[src/rtl/beat_pkg.sv]
// Shared types for the beat arbiter: requester count,
// intensity levels and FSM state encoding.
package beat_pkg;

  localparam int NUM_REQ = 3;

  typedef enum logic [1:0] {
    INT_NONE = 2'b00,
    INT_L1   = 2'b01,
    INT_L2   = 2'b10,
    INT_L3   = 2'b11
  } intensity_e;

  typedef enum logic [1:0] {
    ST_IDLE = 2'b00,
    ST_PLAY = 2'b01,
    ST_GAP  = 2'b10
  } state_e;

  function automatic logic [1:0] lvl_at(
    input logic [5:0] v,
    input logic [1:0] i
  );
    case (i)
      2'd0:    lvl_at = v[1:0];
      2'd1:    lvl_at = v[3:2];
      2'd2:    lvl_at = v[5:4];
      default: lvl_at = 2'b00;
    endcase
  endfunction

  function automatic logic [1:0] lvl_max(
    input logic [1:0] a,
    input logic [1:0] b
  );
    lvl_max = (a > b) ? a : b;
  endfunction

  function automatic logic [1:0] rr_next(
    input logic [1:0] i
  );
    rr_next = (i >= 2'd2) ? 2'd0 : i + 2'd1;
  endfunction

endpackage

[src/rtl/beat_rr_pick.sv]
// Combinational requester selection: round-robin from
// last_grant+1; with BEAT_INTENSITY_PRIO_EN defined only the
// loudest pending requesters compete.
// Ports: pending, last_grant, intensities -> valid, index.
module beat_rr_pick
  import beat_pkg::*;
(
  input  logic [2:0] pending,
  input  logic [1:0] last_grant,
  input  logic [5:0] intensities,
  output logic       valid,
  output logic [1:0] index
);

  logic [1:0] cand [3];
  logic [1:0] top;
  logic       found;

  always_comb begin
    cand[0] = rr_next(last_grant);
    cand[1] = rr_next(cand[0]);
    cand[2] = rr_next(cand[1]);
  end

  always_comb begin
    top = 2'b00;
`ifdef BEAT_INTENSITY_PRIO_EN
    for (int k = 0; k < NUM_REQ; k++) begin
      if (pending[k] && lvl_at(intensities, 2'(k)) > top)
        top = lvl_at(intensities, 2'(k));
    end
`endif
    valid = |pending;
    index = 2'd0;
    found = 1'b0;
    // Candidates below the loudest level are skipped;
    // with top at zero every pending requester qualifies.
    for (int k = 0; k < NUM_REQ; k++) begin
      if (!found && pending[cand[k]] &&
          lvl_at(intensities, cand[k]) >= top) begin
        index = cand[k];
        found = 1'b1;
      end
    end
  end

endmodule

[src/rtl/beat_arbiter.sv]
// Beat arbiter: latches per-axis beat requests, grants one note
// at a time (IDLE/PLAY/GAP), merges repeats and counts drops.
// Ports: clk, rst (async, active-low), req[2:0],
// req_intensity[5:0] -> note_start, note_src, note_intensity,
// voice_busy, pending, drop_cnt.
// Build option: BEAT_INTENSITY_PRIO_EN (loudest request wins).
module beat_arbiter
  import beat_pkg::*;
#(
  parameter logic [15:0] DUR_L1  = 16'd1000,
  parameter logic [15:0] DUR_L2  = 16'd2000,
  parameter logic [15:0] DUR_L3  = 16'd4000,
  parameter logic [7:0]  HOLDOFF = 8'd5
) (
  input  logic       clk,
  input  logic       rst,
  input  logic [2:0] req,
  input  logic [5:0] req_intensity,
  output logic       note_start,
  output logic [1:0] note_src,
  output logic [1:0] note_intensity,
  output logic       voice_busy,
  output logic [2:0] pending,
  output logic [7:0] drop_cnt
);

  state_e      state;
  state_e      state_nx;
  logic [15:0] dur_cnt;
  logic [7:0]  hold_cnt;
  logic [1:0]  last_grant;
  logic [5:0]  stored;
  logic        pick_valid;
  logic [1:0]  pick_idx;
  logic        grant;
  logic [1:0]  grant_lvl;
  logic [15:0] dur_sel;
  logic [2:0]  gmask;
  logic [2:0]  pend_base;
  logic [2:0]  pend_nx;
  logic [5:0]  stored_nx;
  logic [1:0]  merges;
  logic [8:0]  drop_sum;
  logic [7:0]  drop_nx;

  beat_rr_pick u_pick (
    .pending     (pending),
    .last_grant  (last_grant),
    .intensities (stored),
    .valid       (pick_valid),
    .index       (pick_idx)
  );

  always_ff @(posedge clk or negedge rst) begin
    if (!rst) state <= ST_IDLE;
    else      state <= state_nx;
  end

  always_comb begin
    state_nx = state;
    case (state)
      ST_IDLE: if (grant) state_nx = ST_PLAY;
      ST_PLAY:
        if (dur_cnt == 16'd0)
          state_nx = (HOLDOFF == 8'd0) ? ST_IDLE : ST_GAP;
      ST_GAP:  if (hold_cnt == 8'd0) state_nx = ST_IDLE;
      default: state_nx = ST_IDLE;
    endcase
  end

  always_comb begin
    grant      = (state == ST_IDLE) && pick_valid;
    voice_busy = (state == ST_PLAY);
  end

  always_comb begin
    grant_lvl = lvl_at(stored, pick_idx);
    case (grant_lvl)
      2'b01:   dur_sel = DUR_L1;
      2'b10:   dur_sel = DUR_L2;
      2'b11:   dur_sel = DUR_L3;
      default: dur_sel = 16'd0;
    endcase
  end

  // Counters hold the remaining cycles minus one so the
  // terminal value is zero and they never wrap.
  always_ff @(posedge clk or negedge rst) begin
    if (!rst) begin
      dur_cnt  <= 16'd0;
      hold_cnt <= 8'd0;
    end else begin
      case (state)
        ST_IDLE:
          if (grant)
            dur_cnt <= (dur_sel == 16'd0) ? 16'd0
                                          : dur_sel - 16'd1;
        ST_PLAY:
          if (dur_cnt != 16'd0)
            dur_cnt <= dur_cnt - 16'd1;
          else if (HOLDOFF != 8'd0)
            hold_cnt <= HOLDOFF - 8'd1;
        ST_GAP:
          if (hold_cnt != 8'd0)
            hold_cnt <= hold_cnt - 8'd1;
        default: ;
      endcase
    end
  end

  // The granted bit is cleared before new requests are applied,
  // so a same-cycle request re-latches instead of merging.
  always_comb begin
    gmask     = grant ? (3'b001 << pick_idx) : 3'b000;
    pend_base = pending & ~gmask;
    pend_nx   = pend_base;
    stored_nx = stored;
    merges    = 2'd0;
    for (int i = 0; i < NUM_REQ; i++) begin
      if (req[i] && req_intensity[2*i +: 2] != 2'b00) begin
        if (pend_base[i]) begin
          stored_nx[2*i +: 2] = lvl_max(stored[2*i +: 2],
                                        req_intensity[2*i +: 2]);
          merges = merges + 2'd1;
        end else begin
          stored_nx[2*i +: 2] = req_intensity[2*i +: 2];
          pend_nx[i] = 1'b1;
        end
      end
    end
    drop_sum = {1'b0, drop_cnt} + {7'd0, merges};
    drop_nx  = drop_sum[8] ? 8'hff : drop_sum[7:0];
  end

  always_ff @(posedge clk or negedge rst) begin
    if (!rst) begin
      note_start     <= 1'b0;
      note_src       <= 2'd0;
      note_intensity <= 2'd0;
      last_grant     <= 2'd2;
      pending        <= 3'b000;
      stored         <= 6'd0;
      drop_cnt       <= 8'd0;
    end else begin
      note_start <= grant;
      if (grant) begin
        note_src       <= pick_idx;
        note_intensity <= grant_lvl;
        last_grant     <= pick_idx;
      end
      pending  <= pend_nx;
      stored   <= stored_nx;
      drop_cnt <= drop_nx;
    end
  end

endmodule

[config.mk]
export PLATFORM = sky130hd
export DESIGN_NAME = beat_arbiter
export DESIGN_NICKNAME = d
export VERILOG_FILES = /design/src/rtl/beat_pkg.sv /design/src/rtl/beat_rr_pick.sv /design/src/rtl/beat_arbiter.sv
export SDC_FILE = /design/constraint.sdc
export NUM_CORES = 1
export LEC_CHECK = 0
export CAP_MARGIN = 30
export CORE_ASPECT_RATIO = 0.75
export CORE_UTILIZATION = 60
export DETAILED_ROUTE_END_ITERATION = 8
export PLACE_DENSITY = 0.83
export SETUP_SLACK_MARGIN = 0.15
export SLEW_MARGIN = 10
export SYNTH_ARGS = -nofsm -noshare
export SYNTH_HDL_FRONTEND = slang
export SYNTH_HIERARCHICAL = 1
export SYNTH_SLANG_ARGS = --single-unit
[constraint.sdc]
create_clock -name clk -period 6 [get_ports clk]
set_input_delay 1.8 -clock clk [delete_from_list [all_inputs] [get_ports clk]]
set_output_delay 1.8 -clock clk [all_outputs]
set_load 0.1 [all_outputs]
Word-level counts from Yosys, hierarchy flattened
Index checks and enable logic that the tools add are counted. Widths: inputs -> output; s select.

Flip-flop bits (word level): 50. Word-level logic and storage cells: 138.

Add/sub/neg operators: 9. Order comparisons: 12. Eq/ne operators: 22. Shift-type cells: 1. Muxes and demuxes: 47. Bitwise logic cells: 2. Reductions and logical operators: 33.

Operators with widths (number): $mux 16 (3); $mux 2 (20); $pmux 12 s3 (1); $logic_not 16->1 (2); $pmux 16 s2 (1); $sub 16x1->16 const B (2); $pmux 2 s3 (5); $mux 8 (3); $pmux 8 s2 (1); $reduce_bool 16->1 (1); $eq 2x2->1 const B (7); $ne 2x2->1 const B (7); $eq 2x1->1 const B (6); $add 2x1->2 const B (5); $logic_not 2->1 (5); $reduce_bool 2->1 (5); $add 8x2->9 (1); $logic_and 1x1->1 (9); $lt 2x3->1 const B (3); $mux 1 (9); $reduce_and 3->1 (3); $logic_not 8->1 (1); $reduce_bool 8->1 (1); $sub 8x1->8 const B (1); other kinds (12) (24).

Longest topological paths before layout
Gate-level depths: netlist (run 1).

Word-level depth: 29. Mapped depth: 19.

Modules after synthesis
Netlist (run 1), hierarchy kept.

Modules (own cells, without submodules): beat_arbiter (times used 1, cells each 339, area an instance 3071.7 sq um, seq. area each 1227.4 sq um); beat_rr_pick (times used 1, cells each 8, area an instance 50.0 sq um, seq. area each 0.0 sq um).

Worst setup path after synthesis (run 1)
Ideal clock, no wire load.

Path type: input -> register. Start point: in req_intensity[1]. End point: reg drop_cnt[7]. Library setup time: 0.126 ns. Arrival time: 3.758 ns. Required time: 5.874 ns. Slack: 2.115 ns. Stages: 10. Cells stage by stage: o21ai_0 > nor2_1 > ha_1 > a21boi_0 > xnor2_1 > ha_1 > fa_1 > nand2_1 > nand2_1 > mux2_2.

Longest elaborated chain between the ends: 11.

Ends and longest elaborated chain: start, declared (line beat_arbiter.sv:18) `input logic [5:0] req_intensity,`; $reduce_bool 2->1 * (line beat_arbiter.sv:120) `if (req[i] && req_intensity[2*i +: 2] != 2'b00) begin`; $logic_and 1x1->1 * (line beat_arbiter.sv:120); $mux 2 * (line beat_arbiter.sv:120); $add 2x1->2 (line beat_arbiter.sv:124) `merges = merges + 2'd1;`; $mux 2 (line beat_arbiter.sv:121) `if (pend_base[i]) begin`; $mux 2 * (line beat_arbiter.sv:120); $add 2x1->2 (line beat_arbiter.sv:124); $mux 2 (line beat_arbiter.sv:121); $mux 2 * (line beat_arbiter.sv:120); $add 8x2->9 * (line beat_arbiter.sv:131) `drop_sum = {1'b0, drop_cnt} + {7'd0, merges};`; $mux 8 * (line beat_arbiter.sv:132) `drop_nx = drop_sum[8] ? 8'hff : drop_sum[7:0];`; named net drop_nx[7] (line beat_arbiter.sv:44) `logic [7:0] drop_nx;`; end signal, assigned (line beat_arbiter.sv:153) `drop_cnt <= drop_nx;`; end, declared (line beat_arbiter.sv:24) `output logic [7:0] drop_cnt`.

Mark *: on every way through the listed nets, which the timed path passes. The rest lies on a longest branch. A chain may end at the register's enable or synchronous reset.

Final worst setup path (run 1)
Start point: in req_intensity[4]. End point: reg drop_cnt[7].

Longest elaborated chain between the ends: 5.

Ends and longest elaborated chain (line): $reduce_bool 2->1 (beat_arbiter.sv:120); $logic_and 1x1->1 (beat_arbiter.sv:120); $mux 2 (beat_arbiter.sv:120); $add 8x2->9 (beat_arbiter.sv:131); $mux 8 (beat_arbiter.sv:132); named net drop_nx[7] (beat_arbiter.sv:44).

The timed path passes the listed nets, and every way through them passes these cells.

==> results of run 1 <==
[cells by family (layout without fill, tap and decap cells)]
logic type	Yosys count	in the layout
buffers and inverters	38	62
adder cells (fa/ha/maj)	20	20
flip-flops	49	49
AND/OR/NAND/NOR	127	127
AO/OA/AOI/OAI	96	96
multiplexers	11	11
XOR/XNOR	6	6
[routing by layer]
layer / routed length (µm) / share of wire, %
met3: 341 / 5.1
met1: 3230 / 49
met5: 0 / 0
met4: 42 / 0.63
met2: 3010 / 45
[through the flow]
| stage | instance area, µm² | std cells | utilization [%] | hold slack, ps |
|---|---|---|---|---|
| finish | 3530 | 431 | 71.3 | 482 |
| global route | 3530 | 431 | 71.3 | 513 |
| CTS | 3530 | 430 | 71.2 | 484 |
| detailed placement | 3410 | 422 | 68.9 | 470 |
| global placement | 3390 | 421 | 68.5 | 460 |
| floorplan | 3120 | 347 | - | 447 |
[critical path: stages]
cell and delay (ps):
clkdlybuf4s50_1 500, o21ai_0 190, a311oi_1 470, nand2_1 120
xor2_1 150, o32ai_1 270, ha_1 330, a21oi_1 190
nand4bb_1 180, mux2_2 360
[sequential cells by signal (all words and copies together) (netlist names)]
signal and cells:
note_src 2, note_intensity 2, stored 6, drop_cnt 8, dur_cnt 16, pending 3, hold_cnt 8, last_grant 1
note_start 1, state 2
[cells in the final DEF (no fill, tap or decap), types with 3 or more instances in the layout]
cell             synthesis  routed
a21oi_1                 33      33
clkbuf_8                 0       5
clkdlybuf4s50_1          0      26
dfrtp_1                 48      48
ha_1                    19      19
inv_1                   24      24
mux2_2                   6       6
mux2i_1                  5       5
nand2_1                 45      45
nand2b_1                10      10
nand3_1                 10      10
nand3b_1                 3       3
nor2_1                  21      21
nor2b_1                  7       7
nor3_1                   6       6
nor4_1                   3       3
o21ai_0                 22      22
o22ai_1                  3       3
o311ai_0                 3       3
o31ai_1                  5       5
or3_1                    4       4
or4_1                    4       4
xnor2_1                  3       3
xor2_1                   3       3
[Yosys cell counts (all sizes together) (2+ instances only)]
cell type and n:
o311ai 3, nand2b 10, a31oi 2, o22ai 3, nand3b 3, a31o 2
nor3 6, a21o 3, a2111oi 2, o21ai 22, or4 5, nor3b 3
o31ai 5, o2bb2ai 2, inv 24, xnor2 3, o21bai 2, a21boi 2
nand4 2, ha 19, nor2 21, o22a 2, a21oi 33, clkbuf 7
nand2 45, nor4 6, dfrtp 48, a22o 3, nor2b 7, mux2i 5
xor2 3, nand3 10, buf 7, mux2 6, or3 4
[area by class of cell]
| class | count | area, µm² |
|---|---|---|
| clock buffers | 5 | 68.8 |
| clock inverters | 3 | 46.3 |
| fillers | 365 | 1420 |
| inverters | 24 | 90.1 |
| multi-input cells | 260 | 1730 |
| flip-flops and latches | 49 | 1230 |
| well taps | 60 | 75.1 |
| repair buffers | 30 | 300 |
[worst max path at each step]
stage,startpoint,endpoint,depth (start not counted),slack [ps]
3_5_place_dp,req_intensity[4],drop_cnt[7]$_DFF_PN0_,10,1350
4_1_cts,req_intensity[4],drop_cnt[7]$_DFF_PN0_,10,1630
6_report,req_intensity[4],drop_cnt[7]$_DFF_PN0_,10,1630
2_1_floorplan,req_intensity[1],drop_cnt[7]$_DFF_PN0_,10,2120
3_3_place_gp,req_intensity[4],drop_cnt[7]$_DFF_PN0_,10,1520
5_1_grt,req_intensity[0],drop_cnt[1]$_DFF_PN0_,12,1460
==> results by group, run 1 <==
Final layout
  • Synthesis-to-finish area growth: 13.2%
  • # diodes: 0
  • NumNets Final: ~400
  • Share of post-route cells with drive strength above 1: a little under a tenth

Drt
  • Vias per cell: between 6 and 7
  • Residual DRC: 0
  • Routed WL: between 6000 and 7000 µm
  • Initial drt markers: ~240
  • DR WL/cell: roughly 15 µm
  • Vias: 2593
  • Routed Antenna Nets: 0
  • DRT Pass-1 Iters: 5

Floorplan
  • Die ar.: 5500 µm²
  • Die Y: 64.5 µm
  • I/O pins: 28
  • Initial core utilization: between 60 and 70%
  • Row count: 22
  • Core Region: about 5000 µm²
  • Chip width: ~85 µm

STA
  • Final period util: between 70% and 80%
  • Clock Skews: between 5 and 6 ps
  • RSZ-0062 raised after global routing: no
  • Final critical-path required period: ~4400 ps
  • Fin. max-slew vios: 0
  • Fmax: approximately 230 MHz
  • Setup violators final: 0
  • Rel. slew slack: between 30% and 40%
  • Setup ws final: 1630 ps
  • Worst Max-Slew Pin Slew: approximately 1000 ps
  • Fin. Hold Viols: 0
  • Setup TNS: 0 ps

Global routing
  • GR met3 Demand/Resource: 5.99%
  • All-Layer GR Usage: 26.2%
  • Grt peak-use layer: met2
  • Grt met2 use: about two fifths
  • Initial antenna violation count: 0
  • M1 GR Usage: 38.6%
  • GR Overflow Total: 0
  • Vias in the first global route: about 2400
  • Largest net degree at the start of global routing: 38
  • Global-route wire length before repair: between 10000 and 15000 µm

Clocking
  • Max clock buf depth: 2
  • Cts hold-fix bufs: 0
  • Post-CTS Resized: 0
  • H-tree depth: 2
  • TritonCTS Buffers: 5
  • Root Buffer: clkbuf_8
  • CTS tree: done
  • CTS sink cnt: approximately 50
  • Clock latency on the worst-skew pair: between 300 and 400 ps
  • Post CTS Setup Buffer Count: 0
  • Worst-path clk slew: 90 ps

Synthesis
  • Post-synth EDFFs: 0
  • Post-synthesis adder-cell area fraction: 8.26%
  • Main combinational cell family by area after synthesis: simple AND/OR/NAND/NOR gates
  • Synth Warn #: 6
  • Netlist cell types: 62
  • Post-synthesis async set-or-reset flop share: 100%
  • Mux share of post-synthesis cell area: 3.77%
  • Largest area contributor in the synthesized netlist: dfrtp_1
  • Top post-synthesis cells by area: dfrtp_1 38%, ha_1 7.6%, nand2_1 5.4%
  • Mapped cell area: ~3100 µm²
  • Synth top area share: 38.5%
  • Synth Area in Simple Gates: about 22%
  • Prevailing post-synth register cell: dfrtp_1
  • Register bit total from synthesis: 49
  • Mapped Cells: approximately 350
  • Xor/xnor cell area share of the yosys netlist: ~1.7%
  • Seq/Total Area, Yosys: roughly two fifths
  • Syn_nets: ~380
  • Compound-gate portion of the synthesized area: between 15 and 20%
  • Syn_area_per_cell: around 9.0 µm²

Worst hold path
  • Hold EP: last_grant[1]$_DFFE_PN1N_
  • WHS Path Cells: 2
  • Worst hold start: last_grant[1]$_DFFE_PN1N_
  • Type of the worst min-delay path: reg -> reg

Flow run
  • Max Cap Viol: 0

Placement
  • Buffers added on ports: 27
  • Setup WS pre-CTS: approximately 1300 ps
  • GP Congestion: between 0.8 and 0.9
  • DP Wirelength: 4820 µm

Setup path
  • CP Max Fanout: 4
  • Worst Path Required: 6200 ps
  • CP Data Arrival Time: about 4600 ps
  • Origin of the critical flop-to-flop path: state[1]$_DFFE_PN0P_
  • R2R cell count: 15
  • CP Capture Type: flop
  • Startpoint Class: input pin
  • Reg2reg end: drop_cnt[7]$_DFF_PN0_
  • Reg2Reg Setup Slack: between 2000 and 2500 ps
  • Setup CP Type: in -> reg

Outcome
  • Status: finished clean
Power of run 1 is not shown: default switching activity piles up to over one toggle a cycle in this logic, so the estimate is an artifact.
==> inputs of run 2 (changes only) <==
--- a/config.mk
+++ b/config.mk
@@ -7,9 +7,9 @@
 export LEC_CHECK = 0
 export CAP_MARGIN = 30
 export CORE_ASPECT_RATIO = 0.75
-export CORE_UTILIZATION = 60
+export CORE_UTILIZATION = 52
 export DETAILED_ROUTE_END_ITERATION = 8
-export PLACE_DENSITY = 0.83
+export PLACE_DENSITY = 0.76
 export SETUP_SLACK_MARGIN = 0.15
 export SLEW_MARGIN = 10
 export SYNTH_ARGS = -nofsm -noshare
==> constraint.sdc (replaced) <==
create_clock -name clk -period 4 [get_ports clk]
set_input_delay 1.2 -clock clk [delete_from_list [all_inputs] [get_ports clk]]
set_output_delay 1.2 -clock clk [all_outputs]
set_load 0.1 [all_outputs]
==> run 2 against run 1 <==
Flip-flop and latch count unchanged. Worst hold slack got worse by 2.4 ps. Via count increased by 0.73%. Global-route usage is 2.6 points lower. Die area rose by 15%. Clock skew up 2.2 ps. First-iteration DRC count is 22% lower. Wire length rose by 4.8%. Critical path type unchanged. Critical endpoint unchanged. Highest routed layer unchanged.
==> results by group, run 2 (synthesis results as in run 1) <==
Clocking
  • TritonCTS Buffers: 5 (unchanged)
  • Post CTS Setup Buffer Count: 0 (unchanged)
  • Cts hold-fix bufs: 0 (unchanged)
  • Root Buffer: clkbuf_8
  • CTS tree: done
  • Clock latency on the worst-skew pair: 300 ps (about the same)
  • CTS sink cnt: 49 (unchanged)
  • Post-CTS Resized: 0 (unchanged)
  • H-tree depth: 2 (unchanged)
  • Worst-path clk slew: 90 ps (about the same)
  • Max clock buf depth: 2 (unchanged)

Worst hold path
  • Worst hold start: last_grant[1]$_DFFE_PN1N_
  • Type of the worst min-delay path: reg -> reg

Setup path
  • CP Launch Point: req_intensity[4]
  • CP Data Arrival Time: 3760 ps (-810 ps)
  • Reg2Reg Setup Slack: 500 ps (-1800 ps)
  • Worst Path Required: 4190 ps (-2010 ps)
  • Startpoint Class: input pin
  • Setup CP Type: in -> reg
  • CP Max Fanout: 3 (-1)
  • Origin of the critical flop-to-flop path: state[1]$_DFFE_PN0P_
  • CP Capture Type: flop

Outcome
  • Status: finished clean

Drt
  • Initial drt markers: 186 (-22%)
  • Vias per cell: 5.75 (-4.4%)
  • Routed WL: 6940 µm (+4.8%)
  • Vias: 2612 (+0.73%)
  • DR WL/cell: 15.3 µm (-0.51%)
  • DRT Pass-1 Iters: 4 (-1)
  • Residual DRC: 0 (unchanged)
  • Routed Antenna Nets: 0 (unchanged)

Flow run
  • Max Cap Viol: 0 (unchanged)

Global routing
  • Initial antenna violation count: 0 (unchanged)
  • GR Overflow Total: 0 (unchanged)
  • Largest net degree at the start of global routing: 37 (-2.6%)
  • All-Layer GR Usage: 23.7% (-2.6 points)
  • Global-route wire length before repair: 11900 µm (+5.8%)
  • Vias in the first global route: 2485 (+4.4%)

STA
  • Fin. max-slew vios: 0 (unchanged)
  • Fmax: roughly 280 MHz
  • RSZ-0062 raised after global routing: no
  • Setup ws final: 434 ps (-1190 ps)
  • Clock Skews: 7.72 ps (+2.17 ps)
  • Rel. slew slack: 34.1% (+0.71 points)
  • Fin. Hold Viols: 0 (unchanged)
  • Final critical-path required period: between 3000 and 4000 ps
  • Worst Max-Slew Pin Slew: 986 ps (-10.6 ps)
  • Setup TNS: 0 ps (unchanged)
  • Setup violators final: 0 (unchanged)
  • Final period util: around 90%

Placement
  • GP Congestion: 0.841 (+1.5%)
  • Buffers added on ports: 27 (unchanged)
  • DP Wirelength: 5070 µm (+5.1%)
  • Setup WS pre-CTS: 101 ps (-1250 ps)

Final layout
  • Share of post-route cells with drive strength above 1: 12.0% (+2.5 points)
  • Most frequent cells in the layout: 48 x dfrtp_1, 45 x nand2_1, 33 x a21oi_1
  • Synthesis-to-finish area growth: 13.9%
  • Reg with most FFs: dur_cnt
  • Final core utilization: 61.4% (-10 points)
  • Area of the multi-input gates: 1730 µm² (unchanged)
  • NumNets Final: 406 (+1.2%)
  • Largest regs: dur_cnt: 16 flops, drop_cnt: 8 flops, hold_cnt: 8 flops
  • FF/Latch Area: 1230 µm² (unchanged)
  • Fill cells: 497 (+36%)
  • # diodes: 0 (unchanged)
  • Max FFs per register: 16 (unchanged)
  • Commonest non-fill, non-tap cell in the layout: dfrtp_1

Floorplan
  • Row count: 24 (+9.1%)
  • Die Y: 69.1 µm (+7.2%)
  • Die ar.: 6320 µm² (+15%)
  • Initial core utilization: 53.9% (-9.1 points)
  • Core Region: 5800 µm² (+17%)
  • Chip width: 91.5 µm (+7.2%)
  • I/O pins: 28 (unchanged)
[run 2: critical path, cell delays in order]
cell	delay, ps
clkdlybuf4s50_1	500
o21ai_0	110
a311oi_1	430
nand2_1	120
xor2_1	150
o32ai_1	240
ha_1	320
a21oi_1	180
nand4bb_1	150
mux2_2	340
[run 2: layer usage]
metal	vias up	track usage, %	wire length [µm]
met4	0	7.05	70
met5	-	0	0
met2	70	33.6	3010
met3	6	4.30	342
met1	1243	36.5	3530
li1	1293	-	-
[run 2: worst paths after layout]
path / to / cells after the start
setup / recovery: drop_cnt[7]$_DFF_PN0_ / 10
hold / removal: last_grant[1]$_DFFE_PN1N_ / 2
setup reg to reg: drop_cnt[7]$_DFF_PN0_ / 13
hold reg to reg: last_grant[1]$_DFFE_PN1N_ / 2
max in group asynchronous: hold_cnt[5]$_DFFE_PN0P_ / 2
min in group asynchronous: stored[5]$_DFFE_PN0P_ / 1
[run 2: cell type report]
cell class / count / share of cell area [%]
inverters: 24 / 2.53
clock buffers: 7 / 2.71
multi-input cells: 260 / 48.6
repair buffers: 35 / 8.80
flip-flops and latches: 49 / 34.5
well taps: 78 / 2.74
clock inverters: 1 / 0.141
[run 2: through the flow]
step           hold slack (ps)  instances  area (µm²)
4_1_cts                    484        454        3560
3_5_place_dp               470        446        3450
5_1_grt                    506        454        3560
2_1_floorplan              447        347        3120
6_report                   480        454        3560
3_3_place_gp               460        446        3450
Power of run 2 is left out for the same reason.
